`config.mk`:
```
export PLATFORM = sky130hd
export DESIGN_NAME = fetch_queue_flat
export DESIGN_NICKNAME = d
export VERILOG_FILES = /design/src/rtl/fetch_queue_if.sv /design/src/rtl/fetch_queue.sv /design/src/flat_wrapper.sv
export SDC_FILE = /design/constraint.sdc
export NUM_CORES = 1
export LEC_CHECK = 0
export CAP_MARGIN = 10
export CORE_MARGIN = 2
export CORE_UTILIZATION = 45
export CTS_BUF_LIST = sky130_fd_sc_hd__clkbuf_16
export CTS_CLUSTER_SIZE = 40
export DETAILED_ROUTE_END_ITERATION = 6
export DONT_BUFFER_PORTS = 1
export PLACE_DENSITY = 0.64
export SLEW_MARGIN = 30
export SYNTH_ARGS = -nofsm -noshare
export SYNTH_HDL_FRONTEND = slang
export SYNTH_SLANG_ARGS = --single-unit
```
`constraint.sdc`:
```
create_clock -name CLK -period 7.7 [get_ports CLK]
set_input_delay 2.31 -clock CLK [delete_from_list [all_inputs] [get_ports CLK]]
set_output_delay 2.31 -clock CLK [all_outputs]
set_load 0.01 [all_outputs]
```
`src/rtl/fetch_queue_if.sv`:
```
// Fetch-stage boundary: imem request/response, redirect input and the decode-side dequeue port.
// The dequeue port uses valid/ready: an entry transfers on a rising edge where deq_valid and deq_ready are both high and redirect is low.
interface fetch_queue_if #(
    parameter int DEPTH = 4
);
    localparam int CNT_W = $clog2(DEPTH + 1);

    logic             imemREN;
    logic [31:0]      imemaddr;
    logic             ihit;
    logic [31:0]      imemload;
    logic             redirect;
    logic [31:0]      redirect_addr;
    logic             deq_ready;
    logic             deq_valid;
    logic [31:0]      deq_instr;
    logic [31:0]      deq_pc;
    logic [CNT_W-1:0] count;
    logic             fetch_stopped;

    modport master (
        output imemREN, imemaddr, deq_valid, deq_instr, deq_pc, count, fetch_stopped,
        input  ihit, imemload, redirect, redirect_addr, deq_ready
    );

    modport slave (
        input  imemREN, imemaddr, deq_valid, deq_instr, deq_pc, count, fetch_stopped,
        output ihit, imemload, redirect, redirect_addr, deq_ready
    );
endinterface

```
`src/rtl/fetch_queue.sv`:
```
// Fetch PC generator with a DEPTH-entry {pc, instr} queue decoupling the icache from decode.
// Redirects flush the queue and restart fetch; an enqueued halt word suspends fetching.
module fetch_queue #(
    parameter int          DEPTH     = 4,
    parameter logic [31:0] PC_INIT   = 32'h0,
    parameter logic [31:0] HALT_WORD = 32'hFFFF_FFFF
) (
    input  logic CLK,
    input  logic RST,
    fetch_queue_if.master bus
);
    localparam int PTR_W = $clog2(DEPTH);
    localparam int CNT_W = $clog2(DEPTH + 1);

    logic [31:0]      r_pc;
    logic [PTR_W-1:0] r_wr_ptr;
    logic [PTR_W-1:0] r_rd_ptr;
    logic [CNT_W-1:0] r_count;
    logic             r_fetch_stopped;
    logic [31:0]      r_mem_pc    [DEPTH];
    logic [31:0]      r_mem_instr [DEPTH];

    logic w_full;
    logic w_ren;
    logic w_push;
    logic w_pop;

    assign w_full = (r_count == CNT_W'(DEPTH));
    assign w_ren  = !w_full && !r_fetch_stopped;
    // Redirect squashes both ends: the returning word is wrong-path and the queue is being flushed.
    assign w_push = bus.ihit && w_ren && !bus.redirect;
    assign w_pop  = bus.deq_ready && (r_count != '0) && !bus.redirect;

    always_ff @(posedge CLK) begin
        if (RST) begin
            r_pc            <= PC_INIT;
            r_wr_ptr        <= '0;
            r_rd_ptr        <= '0;
            r_count         <= '0;
            r_fetch_stopped <= 1'b0;
        end else if (bus.redirect) begin
            r_pc            <= bus.redirect_addr;
            r_wr_ptr        <= '0;
            r_rd_ptr        <= '0;
            r_count         <= '0;
            r_fetch_stopped <= 1'b0;
        end else begin
            if (w_push) begin
                r_wr_ptr <= r_wr_ptr + PTR_W'(1);
                r_pc     <= r_pc + 32'd4;
                if (bus.imemload == HALT_WORD) begin
                    r_fetch_stopped <= 1'b1;
                end
            end
            if (w_pop) begin
                r_rd_ptr <= r_rd_ptr + PTR_W'(1);
            end
            case ({w_push, w_pop})
                2'b10:   r_count <= r_count + CNT_W'(1);
                2'b01:   r_count <= r_count - CNT_W'(1);
                default: r_count <= r_count;
            endcase
        end
    end

    // Storage is not reset; occupancy alone decides which slots are meaningful.
    always_ff @(posedge CLK) begin
        if (w_push) begin
            r_mem_pc[r_wr_ptr]    <= r_pc;
            r_mem_instr[r_wr_ptr] <= bus.imemload;
        end
    end

    assign bus.imemREN       = w_ren;
    assign bus.imemaddr      = r_pc;
    assign bus.deq_valid     = (r_count != '0);
    assign bus.deq_pc        = r_mem_pc[r_rd_ptr];
    assign bus.deq_instr     = r_mem_instr[r_rd_ptr];
    assign bus.count         = r_count;
    assign bus.fetch_stopped = r_fetch_stopped;
endmodule
```
`src/flat_wrapper.sv`:
```
// flat-port wrapper written by rule: the top's interface ports become plain ports
module fetch_queue_flat 
#(
    parameter int          DEPTH     = 4,
    parameter logic [31:0] PC_INIT   = 32'h0,
    parameter logic [31:0] HALT_WORD = 32'hFFFF_FFFF
)
  (CLK, RST, bus_imemREN, bus_imemaddr, bus_deq_valid, bus_deq_instr, bus_deq_pc, bus_count, bus_fetch_stopped, bus_ihit, bus_imemload, bus_redirect, bus_redirect_addr, bus_deq_ready);
  fetch_queue_if #(.DEPTH(DEPTH)) bus_i ();
  input  logic CLK;
  input  logic RST;
  output wire logic [$bits(bus_i.imemREN)-1:0] bus_imemREN;
  output wire logic [$bits(bus_i.imemaddr)-1:0] bus_imemaddr;
  output wire logic [$bits(bus_i.deq_valid)-1:0] bus_deq_valid;
  output wire logic [$bits(bus_i.deq_instr)-1:0] bus_deq_instr;
  output wire logic [$bits(bus_i.deq_pc)-1:0] bus_deq_pc;
  output wire logic [$bits(bus_i.count)-1:0] bus_count;
  output wire logic [$bits(bus_i.fetch_stopped)-1:0] bus_fetch_stopped;
  input wire logic [$bits(bus_i.ihit)-1:0] bus_ihit;
  input wire logic [$bits(bus_i.imemload)-1:0] bus_imemload;
  input wire logic [$bits(bus_i.redirect)-1:0] bus_redirect;
  input wire logic [$bits(bus_i.redirect_addr)-1:0] bus_redirect_addr;
  input wire logic [$bits(bus_i.deq_ready)-1:0] bus_deq_ready;
  assign bus_imemREN = bus_i.imemREN;
  assign bus_imemaddr = bus_i.imemaddr;
  assign bus_deq_valid = bus_i.deq_valid;
  assign bus_deq_instr = bus_i.deq_instr;
  assign bus_deq_pc = bus_i.deq_pc;
  assign bus_count = bus_i.count;
  assign bus_fetch_stopped = bus_i.fetch_stopped;
  assign bus_i.ihit = bus_ihit;
  assign bus_i.imemload = bus_imemload;
  assign bus_i.redirect = bus_redirect;
  assign bus_i.redirect_addr = bus_redirect_addr;
  assign bus_i.deq_ready = bus_deq_ready;
  fetch_queue #(.DEPTH(DEPTH), .PC_INIT(PC_INIT), .HALT_WORD(HALT_WORD)) u_core (.CLK(CLK), .RST(RST), .bus(bus_i));
endmodule
```
* After elaboration in Yosys (flattened, before gate mapping) *
Memories as Yosys holds them, arrays and structs flattened. A register that Yosys moved wholly into a read port is not among the register bits.
Cells that the tools add are included.

storage, ports and cells
  register bits after elaboration = 40
  bits in writable memories = 256
  output and inout port bits = 102
  logic and storage cells = 38
  memories kept = 2

operators by class
  add/sub/neg operators = 5
  eq/ne operators = 4
  mux-type cells = 9
  reductions and logical operators = 13

memories
  memory              depth  width  read ports  clocked after Yosys merged registers in  wr ports  line               source
  u_core.r_mem_instr  4      32     1           1                                        1         fetch_queue.sv:21  logic [31:0] r_mem_instr [DEPTH];
  u_core.r_mem_pc     4      32     1           1                                        1         fetch_queue.sv:20  logic [31:0] r_mem_pc [DEPTH];

operators by type and width
  operator                 count
  $mux W32                 2
  $add A32 B3 Y32 const B  1
  $eq A32 B32 Y1 const B   1
  $mux W2                  4
  $pmux W3 S2              1
  $logic_and A1 B1 Y1      5
  $add A2 B1 Y2 const B    2
  $reduce_bool A2 Y1       2
  $add A3 B1 Y3 const B    1
  $eq A3 B3 Y1 const B     1
  $logic_not A1 Y1         3
  $reduce_bool A3 Y1       1
  $sub A3 B1 Y3 const B    1
  $eq A2 B1 Y1 const B     1
  $eq A2 B2 Y1 const B     1
  $mux W1                  2
  $reduce_and A2 Y1        1
  $reduce_or A2 Y1         1

* Logic depth before layout (Yosys ltp) *
  depth after elaboration = 7
  mapped depth = 12
  depth with buffers taken out = 10

* Worst setup path after synthesis *
Ideal clock, no wire load.

  path kind = input to register
  start = input bus_redirect
  end = memory u_core.r_mem_instr[0][0], enable pin
  setup time = 0.429 ns
  arrival = 4.532 ns
  required time = 7.271 ns
  setup slack = 2.739 ns
  stages on the path = 4
  buffers on the path = 2
  cell sequence = inv_1 > clkbuf_1 > buf_1 > and3_1

between the ends
  cells in the longest elaborated chain, start to end = 4

ends and longest elaborated chain
  what                           line                source
  from (decl)                    flat_wrapper.sv:21  input wire logic [$bits(bus_i.redirect)-1:0] bus_redirect;
  $logic_not A1 Y1               fetch_queue.sv:31   assign w_push = bus.ihit && w_ren && !bus.redirect;
  $logic_and A1 B1 Y1            fetch_queue.sv:31
  $mux W1                        fetch_queue.sv:68   if (w_push) begin
  $mux W1 (implied by the code)  fetch_queue.sv:70   r_mem_instr[r_wr_ptr] <= bus.imemload;
  to (decl)                      fetch_queue.sv:21

Every way passes these cells.

==> results.md <==
* Hold Path Class: reg -> reg
* Total negative slack at 0 ns
* Initial antenna violation count at 1
* Synth Cell Area at 11500 µm²
* Worst r2r dst: u_core.bus.count[2]
* Seq pwr share at 53.7%
* Root buf cell: clkbuf_16
* Area of the multi-input gates at 2860 µm²
* CTS buffer count at 34
* Vias in the first global route at 6113
* H-tree depth at 2
* Top_reg_cell synth: edfxtp_1
* Period Utilization, post-route at 64.4%
* Area Growth Syn to Fin at 12.8%
* Final count of hold timing violations at 0
* Setup crit end kind: output pin
* Routed vias/inst at 5.88
* Number of flops mapped to enable cells by yosys at 256
* Unrepaired setup endpoints after global routing: false
* Clock Path Buffers at 3
* Register bit total from synthesis at 298
* Gr ovfl total at 0
* Layout cells sized above 1 at 20.3%
* Comb pwr share at 2.7%
* Peak supply drop at 162 µV
* RD Place Congestion at 0.775
* Fin. max-slew vios at 0
* Fin cells at 982
* Min cycle time layout at 4.96 ns
* Final ANT Viol Nets at 0
* PortBufs at 0
* Sw Ratio at 20.2%
* Overall routing resource usage at 18.5%
* Worst hold path depth at 2
* Cells on worst reg2reg path at 10
* Reg-to-reg slack, setup at 4.88 ns
* Worst Path Required at 5.39 ns
* Min-delay src: u_core.r_rd_ptr[1]
* Max_slew headroom at 37.1%
* Syn_nets at 692
* First-pass GRT wire length at 37.3 mm
* DR vias at 5774
* CTS Hold Bufs at 0
* Critical Path AT at 2.65 ns
* Lkg Pwr at 4.03 nW
* Switch Pwr at 691 µW
* Detailed Place HPWL at 15.5 mm
* Largest cells by area after synthesis: edfxtp_1 (67%), mux4_2 (12%), dfxtp_1 (7.3%)
* Kind of critical path: reg -> out
* Register area at 8540 µm²
* Skew-Pair Late Insertion Delay at 0.50 ns
* Cells after Synth at 616
* DR pass1 iterations at 4
* Die area at 27000 µm²
* Die height at 164 µm
* FF-to-FF Start: u_core.bus.count[2]
* Internal power consumption at 2.72 mW
* Status: complete, no violations
* Max-Cap Viols at 0
* Post-synthesis sequential area ratio at 73.9%
* Fillers at 1948
* Row count at 58
* Worst Hold End: u_core.r_rd_ptr[1]
* Die width at 164 µm
* Starting Density at 45.9%
* Synth unique cells at 48
* Clock sinks at 298
* Register clock-pin slew on the reported worst setup and hold paths at 0.05 ns
* Largest net degree at the start of global routing at 65
* CP Launch Type: flip-flop
* Leading area contributor after synthesis: edfxtp_1
* Residual DRC at 0
* Worst Path Max Fanout at 34
* DR WL/cell at 25.1 µm
* Clock group share of total power at 43.6%
* CTS tree: done
* Core area at 25200 µm²
* # resized after CTS at 0
* DRT iter0 DRCs at 632
* Cells after DPL at 920
* Mean Syn Cell Area at 18.7 µm²
* Post-synth ARST share at 0%
* Fmax at 202 MHz
* Yosys warns at 0
* Worst slew pin tran at 0.943 ns
* Wirelength, routed at 24.6 mm
* Num ports at 171
* Synth top area share at 66.6%
* Clk_skew at 0.0144 ns
* Pwr Density at 262 nW/µm²
* Nets at 704
* # setup viols final at 0
* Setup Fix Bufs, Post-CTS at 0
worst max-delay path by stage:
stage / start / to / slack, ns / cells past startpoint
floorplan: bus_redirect / u_core.r_mem_instr[0][0] / 2.74 / 4
global route: flip-flop / bus_deq_pc[29] / 2.49 / 2
CTS: flip-flop / bus_deq_instr[19] / 2.62 / 2
global placement: bus_redirect / u_core.bus.count[2] / 3.12 / 8
detailed placement: bus_redirect / u_core.bus.count[2] / 3.04 / 8
finish: flip-flop / bus_deq_pc[29] / 2.74 / 2
placed cells by master, fill, tap and decap left out, drive strengths merged, types with 2 or more instances in the layout:
master    n
clkbuf   37
xnor2    13
nand3    15
inv      21
o21ai     9
dfxtp    42
o22ai     3
nor4      8
mux4     64
or3       6
and2      3
nand4    20
a31oi     2
nand2    23
and3     11
buf       6
mux2i     3
xor2     14
a21oi    12
a311oi    4
and4      4
nor2     31
ha        6
a211oi   16
edfxtp  256
nor3      3
clkinv    9
cells in the mapped netlist, types with 8 or more instances:
cell      instances
xnor2_1          13
dfxtp_1          42
nor2_1           30
nand2_1          22
edfxtp_1        256
nand3_1          14
mux4_2           64
o21ai_0           8
and3_1           11
a21oi_1          12
xor2_1           14
inv_1             9
clkbuf_1         15
a211oi_1         14
nand4_1          18
power groups by stage:
stage	registers, mW	logic (mW)	clock network, mW
floorplan	1.85	0.0752	0
global placement	1.87	0.0872	0
detailed placement	1.87	0.0909	0
CTS	1.84	0.0914	1.52
global route	1.84	0.101	1.59
finish	1.83	0.0921	1.49
flip-flops by register name, indices dropped and copies added, names as in the netlist, named ones only:
signal                    flops
u_core.r_mem_instr          128
u_core.r_rd_ptr               2
u_core.r_mem_pc             128
u_core.bus.imemaddr          32
u_core.bus.fetch_stopped      1
u_core.r_wr_ptr               2
u_core.bus.count              3
routing by layer:
layer	vias up	routed length [µm]	track usage (%)
met5	-	0	0
met4	0	410	5.18
met3	31	3040	8.91
met2	232	11700	29.7
met1	2990	9450	22.5
li1	2521	-	-
worst max-delay path, cell delays in order (launching register included):
cell and delay [ns]:
dfxtp_4 0.84, buf_4 0.62, mux4_2 0.65
cells by family after synthesis:
| logic type | Yosys count | synth area share (%) |
|---|---|---|
| buf+inv | 39 | 1.54 |
| compound gates | 49 | 2.87 |
| mux | 67 | 12.7 |
| simple gates | 129 | 6.12 |
| flops | 298 | 73.9 |
| xor+xnor | 27 | 2.05 |
| fa+ha+maj | 7 | 0.823 |
stage by stage:
stage / instance area (µm²) / worst slack, ns / hold WS [ns] / util [%] / power [mW]
6_report: 13000 / 2.74 / 0.528 / 51.7 / 3.41
5_1_grt: 13000 / 2.49 / 0.555 / 51.7 / 3.54
4_1_cts: 13000 / 2.62 / 0.526 / 51.5 / 3.45
3_5_place_dp: 11900 / 3.04 / 0.519 / 47.4 / 1.96
3_3_place_gp: 11900 / 3.12 / 0.472 / 47.1 / 1.95
2_1_floorplan: 11500 / 2.74 / 0.466 / - / 1.93
cell type report:
type,instances,area share [%]
antenna,1,0.0192
clock buffer,37,7.11
clock inverter,22,0.941
inverter,9,0.259
multi-input combinational,279,22.0
sequential,298,65.5
tap,330,3.17
timing repair buffer,6,0.999
Power figures use the tool's default switching activity.
==> RTL edit 1 (same settings) <==
Make the reset (`RST`) asynchronous in one clocked block.
--- a/src/rtl/fetch_queue.sv
+++ b/src/rtl/fetch_queue.sv
@@ -32,5 +32,5 @@
     assign w_pop  = bus.deq_ready && (r_count != '0) && !bus.redirect;
 
-    always_ff @(posedge CLK) begin
+    always_ff @(posedge CLK or posedge RST) begin
         if (RST) begin
             r_pc            <= PC_INIT;
Check against the original RTL: differs if RST is asserted again (counterexample within 4 cycles, from zero or initial values and one cycle with RST high); with RST held inactive, the same outputs for 4 cycles.
==> RTL edit 1 against the unedited design <==
Design area fell by 1.3%. Register-to-register slack improved by 0.11 ns. Synthesized area is essentially flat. Sequential cell count down 2. Critical path type unchanged. Worst setup slack lost 0.12 ns. First-iteration DRC count is 13% lower. Via count fell by 4.3%. Routed wire length is 1.7% lower. Largest cell class unchanged. Global-route usage fell by 0.46 points.
Power is not compared: it rests on default switching activity, and its combinational part moved more than twofold at a synthesized area within 25%.
==> RTL edit 1: results (changes against the unedited design) <==
vias per cell: 5.79 (-1.6%)
post-synthesis net count: 667 (-3.6%)
crit path max fanout: 41 (+21%)
vias in the first global route: 5742 (-6.1%)
htree depth: 1 (-1)
Routed WL per cell: 25.3 um (+1.1%)
pre-CTS WS: 3.03 ns (-0.0118 ns)
Crit path arrival time: 2.77 ns (+0.12 ns)
DP Cell Count: 902 (-2.0%)
post-synthesis sequential area ratio: 75.2% (+1.3 points)
Adder-Cell Fraction of Synth Area: 0.715% (-0.11 points)
Final Wtd Congestion: 0.774 (about the same)
ANT cells: 0 (-1)
Async S/R FF share, synth: 13.5% (+14 points)
GRT met1 Usage: 24.3% (+1.9 points)
met2 wire length: 12000 um (+2.3%)
synth cell count leaders: 256 x edfxtp_1, 64 x mux4_2, 40 x dfrtp_1
Inserted Clock Buffers: 29 (-15%)
xor-xnor portion of the synthesized cell area: 2.50% (+0.45 points)
met3 wire length: 1680 um (-45%)
clock latency on the worst-skew pair: 0.53 ns (+0.03 ns)
dpl hpwl: 15400 um (-1.0%)
first-pass GRT wire length: 36300 um (-2.6%)
slowest library cell on the worst path: dfrtp_4
final net count: 679 (-3.6%)
Synth Area in Compound Gates: 1.58% (-1.3 points)
count of cell types in the netlist: 41 (-15%)
slowest stage delay, CP: 1.01 ns (+0.17 ns)
status: finished, final reports clean
M3 GR Usage: 3.89% (-5.0 points)
Area after DPL: 12000 um^2 (+0.26%)
## RTL edit 1: path summary, 6_finish.rpt
check,endpoint,slack (ns),from,cells past startpoint
min in group asynchronous,u_core.bus.imemaddr[0],1.76,RST,1
worst max-delay path,bus_deq_pc[31],2.62,u_core.r_rd_ptr[0],2
max in group asynchronous,u_core.r_rd_ptr[1],5.35,RST,1
worst max register to register,u_core.r_mem_pc[0][30],4.99,u_core.bus.count[0],5
worst min register to register,u_core.r_wr_ptr[1],0.59,u_core.r_wr_ptr[1],2
worst min-delay path,u_core.r_wr_ptr[1],0.59,u_core.r_wr_ptr[1],2
## RTL edit 1: final cells by class
| cell class | count | share of cell area (%) |
|---|---|---|
| Inverter | 6 | 0.185 |
| Sequential cell | 296 | 67.6 |
| Tap cell | 330 | 3.21 |
| Multi-Input combinational cell | 265 | 21.3 |
| Clock buffer | 29 | 5.65 |
| Clock inverter | 23 | 1.17 |
| Timing Repair Buffer | 6 | 0.837 |
==> RTL edit 2 (same settings) <==
Without the edit above. `DEPTH` is set to 4 in 3 places; all go to 2.
--- a/src/rtl/fetch_queue_if.sv
+++ b/src/rtl/fetch_queue_if.sv
@@ -2,5 +2,5 @@
 // The dequeue port uses valid/ready: an entry transfers on a rising edge where deq_valid and deq_ready are both high and redirect is low.
 interface fetch_queue_if #(
-    parameter int DEPTH = 4
+    parameter int DEPTH = 2
 );
     localparam int CNT_W = $clog2(DEPTH + 1);
--- a/src/rtl/fetch_queue.sv
+++ b/src/rtl/fetch_queue.sv
@@ -2,5 +2,5 @@
 // Redirects flush the queue and restart fetch; an enqueued halt word suspends fetching.
 module fetch_queue #(
-    parameter int          DEPTH     = 4,
+    parameter int          DEPTH     = 2,
     parameter logic [31:0] PC_INIT   = 32'h0,
     parameter logic [31:0] HALT_WORD = 32'hFFFF_FFFF
--- a/src/flat_wrapper.sv
+++ b/src/flat_wrapper.sv
@@ -2,5 +2,5 @@
 module fetch_queue_flat 
 #(
-    parameter int          DEPTH     = 4,
+    parameter int          DEPTH     = 2,
     parameter logic [31:0] PC_INIT   = 32'h0,
     parameter logic [31:0] HALT_WORD = 32'hFFFF_FFFF
Ports: changed (resized bus_count); port bits go from 171 to 170. The function was not compared with the original's and may differ.
==> RTL edit 2 against the unedited design <==
Utilization fell by 0.96 points. Critical path type is now in -> reg. Synthesized cell count fell by 26%. Register-to-register slack got worse by 0.15 ns. Power fell by 45%. Worst setup slack improved by 0.69 ns. Sequential cell count fell by 132. Sequential share of layout area fell by 3.1 points. Design area fell by 43%. Routed wire length fell by 41%. Synthesized area fell by 42%. First-iteration DRC count fell by 49%. Count of clock-buffer cells in the layout fell by 20. Worst hold slack improved by 0.021 ns.
==> RTL edit 2: results (changes against the unedited design) <==
Worst Hold End: u_core.r_mem_pc[0][1]
VDD IR max: 146 uV (-9.8%)
worst reg2reg setup slack: 4.73 ns (-0.15 ns)
DR iter-0 viols: 323 (-49%)
Synth Area in Compound Gates: 4.25% (+1.4 points)
met3 wire length: 1620 um (-47%)
post-synthesis sequential area ratio: 69.0% (-4.9 points)
slowest stage delay, CP: 0.62 ns (-0.22 ns)
Leak: 2.33 nW (-42%)
nature of the critical path endpoint: register
R2R Path Start: u_core.bus.count[0]
highest clock rate: 235 MHz (+16%)
Crit path arrival time: 4.32 ns (+1.67 ns)
slowest library cell on the worst path: buf_4
clock latency on the worst-skew pair: 0.42 ns (-0.08 ns)
pre-CTS WS: 3.00 ns (-0.0340 ns)
normalized max-slew margin: 37.2% (+0.12 points)
Adder-Cell Fraction of Synth Area: 0.375% (-0.45 points)
Detailed Route WL: 14600 um (-41%)
GRT Total Usage: 18.6% (+0.097 points)
WHS Path Cells: 0 (-2)
status: finished, final reports clean
R2R depth: 5 (-5)
vias in the first global route: 3835 (-37%)
synth cell count leaders: 128 x edfxtp_1, 64 x mux2_2, 38 x dfxtp_1
met2 wire length: 6700 um (-43%)
Inserted Clock Buffers: 17 (-50%)
RTL edit 2: cell families (layout without fill, tap and decap cells):
kind of cell | after synthesis | in the layout
flip-flops | 166 | 166
AO/OA/AOI/OAI | 40 | 40
XOR/XNOR | 30 | 30
adder cells (fa/ha/maj) | 2 | 2
multiplexers | 66 | 66
AND/OR/NAND/NOR | 128 | 128
buffers and inverters | 25 | 37
RTL edit 2: routing by layer:
layer	global-route usage [%]	vias to the layer above
met3	9.73	25
met4	6.85	0
met1	23.1	1874
li1	-	1759
met2	28.0	161
met5	0	-
RTL edit 2: report_power, final:
part	internal (mW)	leakage (nW)	switching [mW]
combinational	0.0312	0.582	0.0461
clock	0.406	0.249	0.340
sequential	1.00	1.50	0.0377
total	1.44	2.33	0.423
RTL edit 2: final cells by class:
cell class	instances	area, um^2	share of cell area, %
clock buffers	17	425	5.77
inverters	2	7.51	0.102
multi-input cells	266	2000	27.0
flip-flops and latches	166	4610	62.5
well taps	184	230	3.12
repair buffers	3	22.5	0.305
clock inverters	15	88.8	1.20
RTL edit 2: per-stage QoR:
stage | hold WS [ns] | power (mW) | area [um^2] | instances
floorplan | 0.516 | 1.12 | 6680 | 457
global placement | 0.529 | 1.13 | 6860 | 621
detailed placement | 0.540 | 1.14 | 6860 | 621
CTS | 0.549 | 1.88 | 7380 | 653
global route | 0.556 | 1.93 | 7380 | 653
finish | 0.548 | 1.86 | 7380 | 653
RTL edit 2: worst max-delay path: cells and delay by family:
kind,cells,cell delay (ns)
buffers and inverters,1,0.62
and+or+nand+nor,4,1.34
